`src/rtl/i2s_pkg.sv`:
```
// Shared types and helpers for the I2S transmit scheduler and its LRCLK front end.
package i2s_pkg;

    typedef enum logic [1:0] {
        S_IDLE = 2'd0,
        S_WAIT = 2'd1,
        S_ARB  = 2'd2,
        S_LOAD = 2'd3
    } sched_state_t;

    localparam int DEF_DW = 16;

    // Index width that never collapses to zero bits for tiny source counts.
    function automatic int idx_width(input int n);
        return (n <= 2) ? 1 : $clog2(n);
    endfunction

endpackage

```
`src/rtl/i2s_lrclk_sync.sv`:
```
// Brings LRCLK into the clk domain and emits a one-cycle frame_start on its
// falling edge, three clk after the fall. Also usable on the receive side.
module i2s_lrclk_sync (
    input  logic clk,
    input  logic rst_n,
    input  logic lrclk,
    output logic frame_start
);

    // [0],[1] are the synchronizer; [2] holds the previous synchronized level.
    logic [2:0] sync_reg;

    always_ff @(posedge clk or negedge rst_n) begin
        if (!rst_n) begin
            sync_reg    <= '0;
            frame_start <= 1'b0;
        end else begin
            sync_reg    <= {sync_reg[1:0], lrclk};
            frame_start <= sync_reg[2] & ~sync_reg[1];
        end
    end

endmodule

```
`src/rtl/i2s_tx_sched.sv`:
```
// Frame-synchronous round-robin scheduler feeding one I2S transmitter from
// NUM_SRC stereo sources. Define HOLD_LAST_EN to hold the last sample on underrun.
module i2s_tx_sched
    import i2s_pkg::*;
#(
    parameter int NUM_SRC        = 2,
    parameter int DW             = DEF_DW,
    parameter int UNDERRUN_LIMIT = 4,
    localparam int IW            = idx_width(NUM_SRC)
) (
    input  logic                  clk,
    input  logic                  rst_n,
    input  logic                  enable,
    input  logic                  audio_lrclk,
    input  logic [NUM_SRC-1:0]    src_valid,
    output logic [NUM_SRC-1:0]    src_ready,
    input  logic [NUM_SRC*DW-1:0] src_ldata,
    input  logic [NUM_SRC*DW-1:0] src_rdata,
    output logic [DW-1:0]         audio_ldata,
    output logic [DW-1:0]         audio_rdata,
    output logic                  grant_valid,
    output logic [IW-1:0]         grant_id,
    output logic                  underrun,
    output logic [15:0]           underrun_cnt
);

    sched_state_t  state_reg, state_next;
    logic          frame_start;
    logic [7:0]    miss_cnt_reg;
    logic [7:0]    miss_inc;
    logic          arb_hit;
    logic [IW-1:0] arb_id;
    logic          owner_valid;
    logic [DW-1:0] ldata_arr [NUM_SRC];
    logic [DW-1:0] rdata_arr [NUM_SRC];

    i2s_lrclk_sync u_lrclk_sync (
        .clk         (clk),
        .rst_n       (rst_n),
        .lrclk       (audio_lrclk),
        .frame_start (frame_start)
    );

    for (genvar gi = 0; gi < NUM_SRC; gi++) begin : g_unpack
        assign ldata_arr[gi] = src_ldata[gi*DW +: DW];
        assign rdata_arr[gi] = src_rdata[gi*DW +: DW];
    end

    assign owner_valid = src_valid[grant_id];
    assign miss_inc    = miss_cnt_reg + 8'd1;

    // Scan offsets from the far end so the nearest valid source after grant_id wins.
    always_comb begin
        arb_hit = 1'b0;
        arb_id  = '0;
        for (int i = NUM_SRC; i >= 1; i--) begin
            if (src_valid[(int'(grant_id) + i) % NUM_SRC]) begin
                arb_hit = 1'b1;
                arb_id  = IW'((int'(grant_id) + i) % NUM_SRC);
            end
        end
    end

    always_ff @(posedge clk or negedge rst_n) begin
        if (!rst_n) begin
            state_reg <= S_IDLE;
        end else begin
            state_reg <= state_next;
        end
    end

    always_comb begin
        state_next = state_reg;
        case (state_reg)
            S_IDLE: begin
                if (enable) state_next = S_WAIT;
            end
            S_WAIT: begin
                if (frame_start) begin
                    if (!enable)         state_next = S_IDLE;
                    else if (grant_valid) state_next = S_LOAD;
                    else                  state_next = S_ARB;
                end
            end
            S_ARB:   state_next = arb_hit ? S_LOAD : S_WAIT;
            S_LOAD:  state_next = S_WAIT;
            default: state_next = S_IDLE;
        endcase
    end

    always_comb begin
        src_ready = '0;
        underrun  = 1'b0;
        if (state_reg == S_LOAD) begin
            src_ready[grant_id] = 1'b1;
            underrun            = ~owner_valid;
        end
    end

    always_ff @(posedge clk or negedge rst_n) begin
        if (!rst_n) begin
            audio_ldata  <= '0;
            audio_rdata  <= '0;
            grant_valid  <= 1'b0;
            grant_id     <= '0;
            underrun_cnt <= '0;
            miss_cnt_reg <= '0;
        end else begin
            case (state_reg)
                S_WAIT: begin
                    if (frame_start && !enable) begin
                        audio_ldata <= '0;
                        audio_rdata <= '0;
                        grant_valid <= 1'b0;
                    end
                end
                S_ARB: begin
                    if (arb_hit) begin
                        grant_id     <= arb_id;
                        grant_valid  <= 1'b1;
                        miss_cnt_reg <= '0;
                    end else begin
                        audio_ldata <= '0;
                        audio_rdata <= '0;
                    end
                end
                S_LOAD: begin
                    if (owner_valid) begin
                        audio_ldata  <= ldata_arr[grant_id];
                        audio_rdata  <= rdata_arr[grant_id];
                        miss_cnt_reg <= '0;
                    end else begin
                        if (underrun_cnt != 16'hFFFF) underrun_cnt <= underrun_cnt + 16'd1;
`ifdef HOLD_LAST_EN
`else
                        audio_ldata <= '0;
                        audio_rdata <= '0;
`endif
                        miss_cnt_reg <= miss_inc;
                        // Releasing here lets the very next frame re-arbitrate.
                        if (miss_inc == 8'(UNDERRUN_LIMIT)) grant_valid <= 1'b0;
                    end
                end
                default: ;
            endcase
        end
    end

endmodule

```
`config.mk`:
```
export PLATFORM = sky130hd
export DESIGN_NAME = i2s_tx_sched
export DESIGN_NICKNAME = d
export VERILOG_FILES = /design/src/rtl/i2s_pkg.sv /design/src/rtl/i2s_lrclk_sync.sv /design/src/rtl/i2s_tx_sched.sv
export SDC_FILE = /design/constraint.sdc
export NUM_CORES = 1
export LEC_CHECK = 0
export CAP_MARGIN = 10
export CORE_ASPECT_RATIO = 1.5
export CORE_MARGIN = 2
export CORE_UTILIZATION = 35
export CTS_CLUSTER_DIAMETER = 60
export DETAILED_ROUTE_END_ITERATION = 8
export GPL_ROUTABILITY_DRIVEN = 0
export HOLD_SLACK_MARGIN = 0.1
export PLACE_DENSITY_LB_ADDON = 0.15
export SLEW_MARGIN = 20
export SYNTH_ARGS = -nofsm -noshare
export SYNTH_HDL_FRONTEND = slang
export SYNTH_SLANG_ARGS = --single-unit
```
`constraint.sdc`:
```
create_clock -name clk -period 5.1 [get_ports clk]
set_clock_uncertainty 0.15 [all_clocks]
set_input_delay 1.02 -clock clk [delete_from_list [all_inputs] [get_ports clk]]
set_output_delay 1.02 -clock clk [all_outputs]
set_load 0.01 [all_outputs]
```
After elaboration in Yosys (flattened, before gate mapping) --
Index checks and enable logic that the tools add are counted.
Operators by class: add/sub/neg operators 4, $mul 0, div/mod/pow operators 0, order comparisons 5, eq/ne operators 12, shifts and indexed selects 0, mux-type cells 42, bitwise gates (word level) 6, reduce and logical (&&, ||, !) cells 12
Operators by type and width (number):
- $mux W16 | 10
- $pmux W16 S3 | 2
- $mux W1 | 19
- $add A16 B1 Y16 const B | 1
- $mux W8 | 2
- $ne A16 B16 Y1 const B | 1
- $pmux W8 S2 | 1
- $mux W2 | 5
- $ne A2 B2 Y1 const B | 5
- $add A8 B1 Y8 const B | 1
- $eq A8 B3 Y1 const B | 1
- $pmux W2 S4 | 1
- $lt A2 B3 Y1 const B | 2
- $reduce_and A2 Y1 | 3
- $reduce_and A3 Y1 | 2
- $reduce_and A5 Y1 | 1
- $eq A2 B2 Y1 const B | 2
- $ne A2 B1 Y1 const B | 2
- $pmux W1 S3 | 1
- $reduce_bool A3 Y1 | 1
- $add A1 B1 Y1 const B | 2
- $and A1 B1 Y1 const A | 2
- $eq A2 B1 Y1 const B | 1
- $ge A2 B2 Y1 const B | 1
- other kinds (10) | 12
Word-level totals: register bits 64, latch bits 0, bits in writable memories 0, bits in read-only memories 0, output and inout bits 53, logic and storage cells 90, memories 0

Depth between registers and ports, before layout --
Gate-level depths: netlist of run 1.
depth after elaboration 9, mapped depth 7

By module --
From an unflattened synthesis of run 1, not the netlist that was laid out.
Second synthesis, totals: cell total of the unflattened synthesis 315, area total of the unflattened synthesis 3360.7 um^2
Modules (own cells, without submodules):
- i2s_tx_sched | instances 1, cells each 310, area an instance 3246.9 um^2, sequential area each 1501.4 um^2
- i2s_lrclk_sync | instances 1, cells each 5, area an instance 113.9 um^2, sequential area each 100.1 um^2

Worst setup path after synthesis of run 1 --
OpenSTA, ideal clock, no wires.
kind input to output, from in src_valid[0], to out underrun, data arrival time 1.425 ns, required time 3.930 ns, setup slack 2.505 ns, cell stages on the path 2, path buffers 0, cell sequence mux2i_4 > and2_1
On the way: longest elaborated chain between the ends 4
RTL lines:
- start: declaration | line i2s_tx_sched.sv:15 | input logic [NUM_SRC-1:0] src_valid,
- $mux W1 (implied by the code) (2 in a row) | line i2s_tx_sched.sv:49 | assign owner_valid = src_valid[grant_id];
- $not A1 Y1 (no source line)
- $mux W1 | line i2s_tx_sched.sv:94 | if (state_reg == S_LOAD) begin
- end: declaration | line i2s_tx_sched.sv:23 | output logic underrun,
Every way passes these cells. The select of a mux whose other input is x is not followed.

Final worst setup path of run 1 --
Same ends and word-level chain as after synthesis.

==> results.yml, run 1 <==
status:
  status: "finished clean"
worst_setup_path:
  path_max_fanout: 6
  r2r_slack_ps: 2860
  crit_arrival_ps: 2590
  crit_type: "input pin to output pin"
  reg2regPathDepth: 7
  endpoint_kind: "output pin"
  critPathLaunch: "src_valid[0]"
  r2r_end: "miss_cnt_reg[6]"
  crit_required_ps: 3930
  critPathLaunchType: "input pin"
  reg2reg_from: "state_reg[0]"
power_and_ir_drop:
  power_switching_mw: 0.7289
  switching_share: 0.3511
  p_seq_frac: 0.321
  combPwrFrac: 0.392
  clkPwrFrac: 0.287
  irDropWorstVdd_mv: 0.3679
  p_leak_nw: 2.074
  p_int_mw: 1.347
  power_density_nw_per_um2: 428.4
final_layout:
  seqCellArea_um2: 1603
  top_regs: "audio_ldata (16), audio_rdata (16), underrun_cnt (16)"
  nets: 504
  num_antenna_cells: 0
  utilization: 0.5330
  fill_cells: 844
  drive_gt1_frac: 0.06977
  synthToLayoutAreaGrowth_pct: 49.88
  multi_input_comb_area_um2: 1541
yosys:
  synth_edf_count: 0
  ys_seq_elements: 64
  synth_area_leaders: "dfrtp_1 (50%), mux2i_1 (9.9%), o31ai_1 (7.7%)"
  syn-cell-area_um2: 3233
  synth_cell_types: 44
  async_flop_share: 1.000
  syn_area_per_cell_um2: 10.64
  synthTopCellsByCount: "dfrtp_1 (64), nand2_1 (49), o31ai_1 (33)"
  synth_top_area_share: 0.4954
  synth_most_common_cell: "dfrtp_1"
  ys.flop_type: "dfrtp_1"
  yosysWarnings: 0
  synth_nets: 382
  syn_inst: 304
  ys_seq_area_frac: 0.4954
  yosysTopAreaCell: "dfrtp_1"
timing:
  finalCriticalPeriod_ps: 3763
  maxSlewHeadroom: 0.3761
  setup-violations-final: 0
  rsz0062_at_grt: "false"
  fmax_mhz: 265.8
  final_min_period_over_clock_period: 0.7378
  timing.setup.tns_ps: 0
  slew_viol_final: 0
  hold_viol: 0
  tightest_slew_ps: 935.8
clock_network:
  cts_resized: 0
  cts_buffer_depth: 2
  numCtsBuffers: 9
  cts_setup_buffers: 0
  h-tree-depth: 3
  cts_root_buf: "clkbuf_16"
  clk-insertion-delay-late_ps: 320
  cts_tree: "done"
  cts_hold_buffers: 0
  clk_pin_slew_ps: 50
  cts_sinks: 64
floorplan:
  die_x_um: 82.48
  row_count: 43
  dieArea_um2: 10040
  start_util: 0.3556
  core_um2: 9092
  fp.dieH_um: 121.7
  io_pins: 123
place:
  dp_hpwl_mm: 5.800
  portBuffers: 122
global_route:
  met1_usage: 0.2042
  grtUsageMet2: 0.2621
  grt.total_usage: 0.1631
  top_usage_layer: "met2"
  antenna_found_initial: 0
  grt-ovfl-total: 0
  grt_pass1_vias: 2568
  grt_max_degree: 65
  grt_pass1_wl_mm: 12.46
  met3_usage: 0.04296
route:
  wire_per_inst_um: 14.75
  antenna_left: 0
  routed_wl_mm: 7.994
  drtIter0Drc: 82
  dr_total_vias: 2732
  route.detailed.drc: 0
  viasPerCell: 5.041
  dr.pass1.iters: 4
job:
  max_cap_violations: 0
min_path:
  hp-start: "u_lrclk_sync.sync_reg[0]"
  whs_endpoint: "u_lrclk_sync.sync_reg[1]"
  hold_path.class: "flop to flop"
  hold_depth: 0
==> cell usage in the layout (no fill, tap or decap), types with 2 or more instances in the layout <==
cell type / netlist / routed
a31oi_1: 5 / 5
nand4_1: 7 / 7
xnor2_1: 13 / 13
and3_1: 4 / 4
mux2i_1: 32 / 32
nand3_1: 10 / 10
o31ai_1: 33 / 33
ha_1: 8 / 8
nor2_1: 7 / 7
clkbuf_16: 0 / 9
clkdlybuf4s50_1: 0 / 121
xor2_1: 3 / 3
inv_1: 8 / 8
nor2b_1: 3 / 3
and2_1: 2 / 2
and4_1: 2 / 2
a22o_1: 2 / 2
clkbuf_1: 8 / 2
buf_4: 0 / 3
dfrtp_1: 64 / 63
a21oi_1: 3 / 3
nand2b_1: 3 / 3
nand2_1: 49 / 48
o21ai_0: 12 / 12
==> cell type report <==
class,count,area share
clock buffer,12,0.05086
multi-input combinational,217,0.3181
timing repair buffer,125,0.2556
sequential,64,0.3308
tap,112,0.02892
clock inverter,3,0.008779
inverter,9,0.006971
==> worst max path at each step <==
stage / to / slack [ps]
3_3_place_gp: underrun / 1380
3_5_place_dp: underrun / 1330
4_1_cts: underrun / 1340
6_report: underrun / 1340
5_1_grt: underrun / 1270
2_1_floorplan: underrun / 2510
==> power by group through the flow <==
stage / registers [mW] / logic (mW) / clock network (mW)
2_1_floorplan: 0.697 / 0.481 / 0
3_3_place_gp: 0.673 / 0.810 / 0
3_5_place_dp: 0.677 / 0.822 / 0
4_1_cts: 0.668 / 0.823 / 0.618
5_1_grt: 0.681 / 0.892 / 0.642
6_report: 0.667 / 0.813 / 0.596
==> critical path, stage by stage <==
cell and delay (ps):
clkdlybuf4s50_1 500, mux2i_4 270, and2_1 230, clkdlybuf4s50_1 580
==> metrics by stage <==
step | instance area (um^2) | total power, mW | hold slack [ps] | setup slack, ps | std cells
after floorplan | 3233 | 1.178 | 181.2 | 2505 | 304
after global placement | 4552 | 1.483 | 186.1 | 1377 | 527
after detailed placement | 4552 | 1.499 | 203.2 | 1334 | 527
after CTS | 4841 | 2.110 | 214.7 | 1335 | 542
after global routing | 4846 | 2.215 | 227.5 | 1273 | 542
final | 4846 | 2.076 | 210.0 | 1337 | 542
==> cells by family after synthesis <==
| family | synth area share |
|---|---|
| XOR/XNOR | 0.04335 |
| adder cells (fa/ha/maj) | 0.03096 |
| buffers and inverters | 0.03018 |
| multiplexers | 0.1095 |
| AND/OR/NAND/NOR | 0.1420 |
| AO/OA/AOI/OAI | 0.1486 |
| flip-flops | 0.4954 |
==> layer usage <==
layer	up-vias	share of wire
li1	1340	-
met1	1298	0.43
met2	86	0.47
met3	8	0.082
met4	0	0.014
met5	-	0
Power figures use the tool's default switching activity.
==> run 2, diff against run 1 <==
==> constraint.sdc (replaced) <==
create_clock -name clk -period 3.43 [get_ports clk]
set_clock_uncertainty 0.15 [all_clocks]
set_input_delay 0.686 -clock clk [delete_from_list [all_inputs] [get_ports clk]]
set_output_delay 0.686 -clock clk [all_outputs]
set_load 0.01 [all_outputs]
==> run 2 against run 1 <==
Final cell count increased by 0.37%. Utilization increased by 0.50 points. Final area increased by 0.93%. Global-route usage increased by 0.48 points. Register-to-register slack got worse by 1700 ps. Sequential cell count unchanged. Critical endpoint unchanged. Die area unchanged. Critical path depth unchanged. Largest cell class unchanged. Sequential share of layout area decreased by 0.30 points. Non-clock buffer count increased by 1. Clock power increased by 59%. Worst setup slack got worse by 1000 ps.
==> results.yml, run 2 (same netlist as run 1, synthesis figures left out) <==
place:
  place_ws_ps: 333.1
  place_inst: 528
  portBuffers: 122
  dp_hpwl_mm: 5.866
  place_area_um2: 4572
final_layout:
  final_cell_mix: "clkdlybuf4s50_1 (121), dfrtp_1 (63), nand2_1 (48)"
  num_antenna_cells: 0
  nets: 505
  synthToLayoutAreaGrowth_pct: 51.28
  stdcell_area_um2: 4891
  seqCellArea_um2: 1603
  utilization: 0.5379
  drive_gt1_frac: 0.07639
  fill_cells: 813
  multi_input_comb_area_um2: 1536
  top_regs: "audio_ldata (16), audio_rdata (16), underrun_cnt (16)"
  final_common_cell: "clkdlybuf4s50_1"
  final_cells: 544
timing:
  hold_viol: 0
  rsz0062_at_grt: "false"
  setup-violations-final: 0
  finalCriticalPeriod_ps: 3113
  slew_viol_final: 0
  worst_slack_ps: 316.8
  timing.setup.tns_ps: 0
  tightest_slew_ps: 585.4
  maxSlewHeadroom: 0.6097
  fmax_mhz: 321.2
  final_min_period_over_clock_period: 0.9076
  whs_ps: 208.8
power_and_ir_drop:
  clkPwrFrac: 0.299
  p_leak_nw: 2.102
  power_density_nw_per_um2: 646.4
  power_switching_mw: 1.085
  combPwrFrac: 0.383
  total_power_mw: 3.162
  irDropWorstVdd_mv: 0.3515
  p_int_mw: 2.077
  p_seq_frac: 0.317
  switching_share: 0.3431
global_route:
  grt-ovfl-total: 0
  grt_max_degree: 65
  antenna_found_initial: 0
  grt_pass1_wl_mm: 12.93
  grt.total_usage: 0.1679
  grt_pass1_vias: 2613
clock_network:
  clk-insertion-delay-late_ps: 330
  cts_setup_buffers: 0
  cts_tree: "done"
  cts_buffer_depth: 2
  cts_root_buf: "clkbuf_16"
  cts_resized: 0
  numCtsBuffers: 9
  cts_hold_buffers: 0
  cts_sinks: 64
  h-tree-depth: 3
  clk_pin_slew_ps: 50
status:
  status: "finished clean"
floorplan:
  io_pins: 123
  row_count: 43
  fp.dieH_um: 121.7
  dieArea_um2: 10040
  start_util: 0.3556
  die_x_um: 82.48
  core_um2: 9092
route:
  route.detailed.drc: 0
  viasPerCell: 5.088
  dr_total_vias: 2768
  drtIter0Drc: 124
  dr.pass1.iters: 4
  antenna_left: 0
  routed_wl_mm: 8.170
  wire_per_inst_um: 15.02
worst_setup_path:
  endpoint_kind: "output pin"
  crit_type: "input pin to output pin"
  crit_arrival_ps: 2280
  path_max_fanout: 6
  critPathLaunchType: "input pin"
  crit_required_ps: 2590
min_path:
  hold_path.class: "input pin to async pin"
job:
  max_cap_violations: 0
[run 2: cell types whose count changed in the layout (fill, tap and decap cells not counted), sizes merged]
cell / delta
buf: +1
clkbuf: +2
clkinvlp: -1
[run 2: final timing paths]
path	cells past startpoint	end	slack [ps]	startpoint
worst min-delay path	1	audio_ldata[14]	210	rst_n
worst max register to register	7	miss_cnt_reg[6]	1190	state_reg[0]
min in group clk	0	u_lrclk_sync.sync_reg[1]	210	u_lrclk_sync.sync_reg[0]
worst max-delay path	4	underrun	320	src_valid[0]
worst min register to register	0	u_lrclk_sync.sync_reg[1]	210	u_lrclk_sync.sync_reg[0]
max in group asynchronous	2	audio_ldata[10]	2290	rst_n
[run 2: power by group through the flow]
stage	clock network, mW	logic (mW)	registers [mW]
CTS	0.976	1.24	1.00
finish	0.947	1.21	1.00
global placement	0	1.21	1.01
global route	1.01	1.34	1.02
detailed placement	0	1.23	1.01
floorplan	0	0.715	1.04
[run 2: layer usage]
layer	global-route usage	vias to the layer above	wire [um]
met2	0.2707	89	3842
li1	-	1347	-
met3	0.04963	13	705
met4	0.06563	0	132
met5	0	-	0
met1	0.2085	1319	3489
[run 2: area by class of cell]
type | instances | area share
clock buffer | 14 | 0.05807
clock inverter | 2 | 0.007163
inverter | 9 | 0.006907
multi-input combinational | 217 | 0.3141
sequential | 64 | 0.3277
tap | 112 | 0.02865
timing repair buffer | 126 | 0.2574
[run 2: critical path, stage by stage]
cell	delay [ps]
clkdlybuf4s50_1	500
mux2i_4	270
and2_1	260
clkdlybuf4s50_1	570
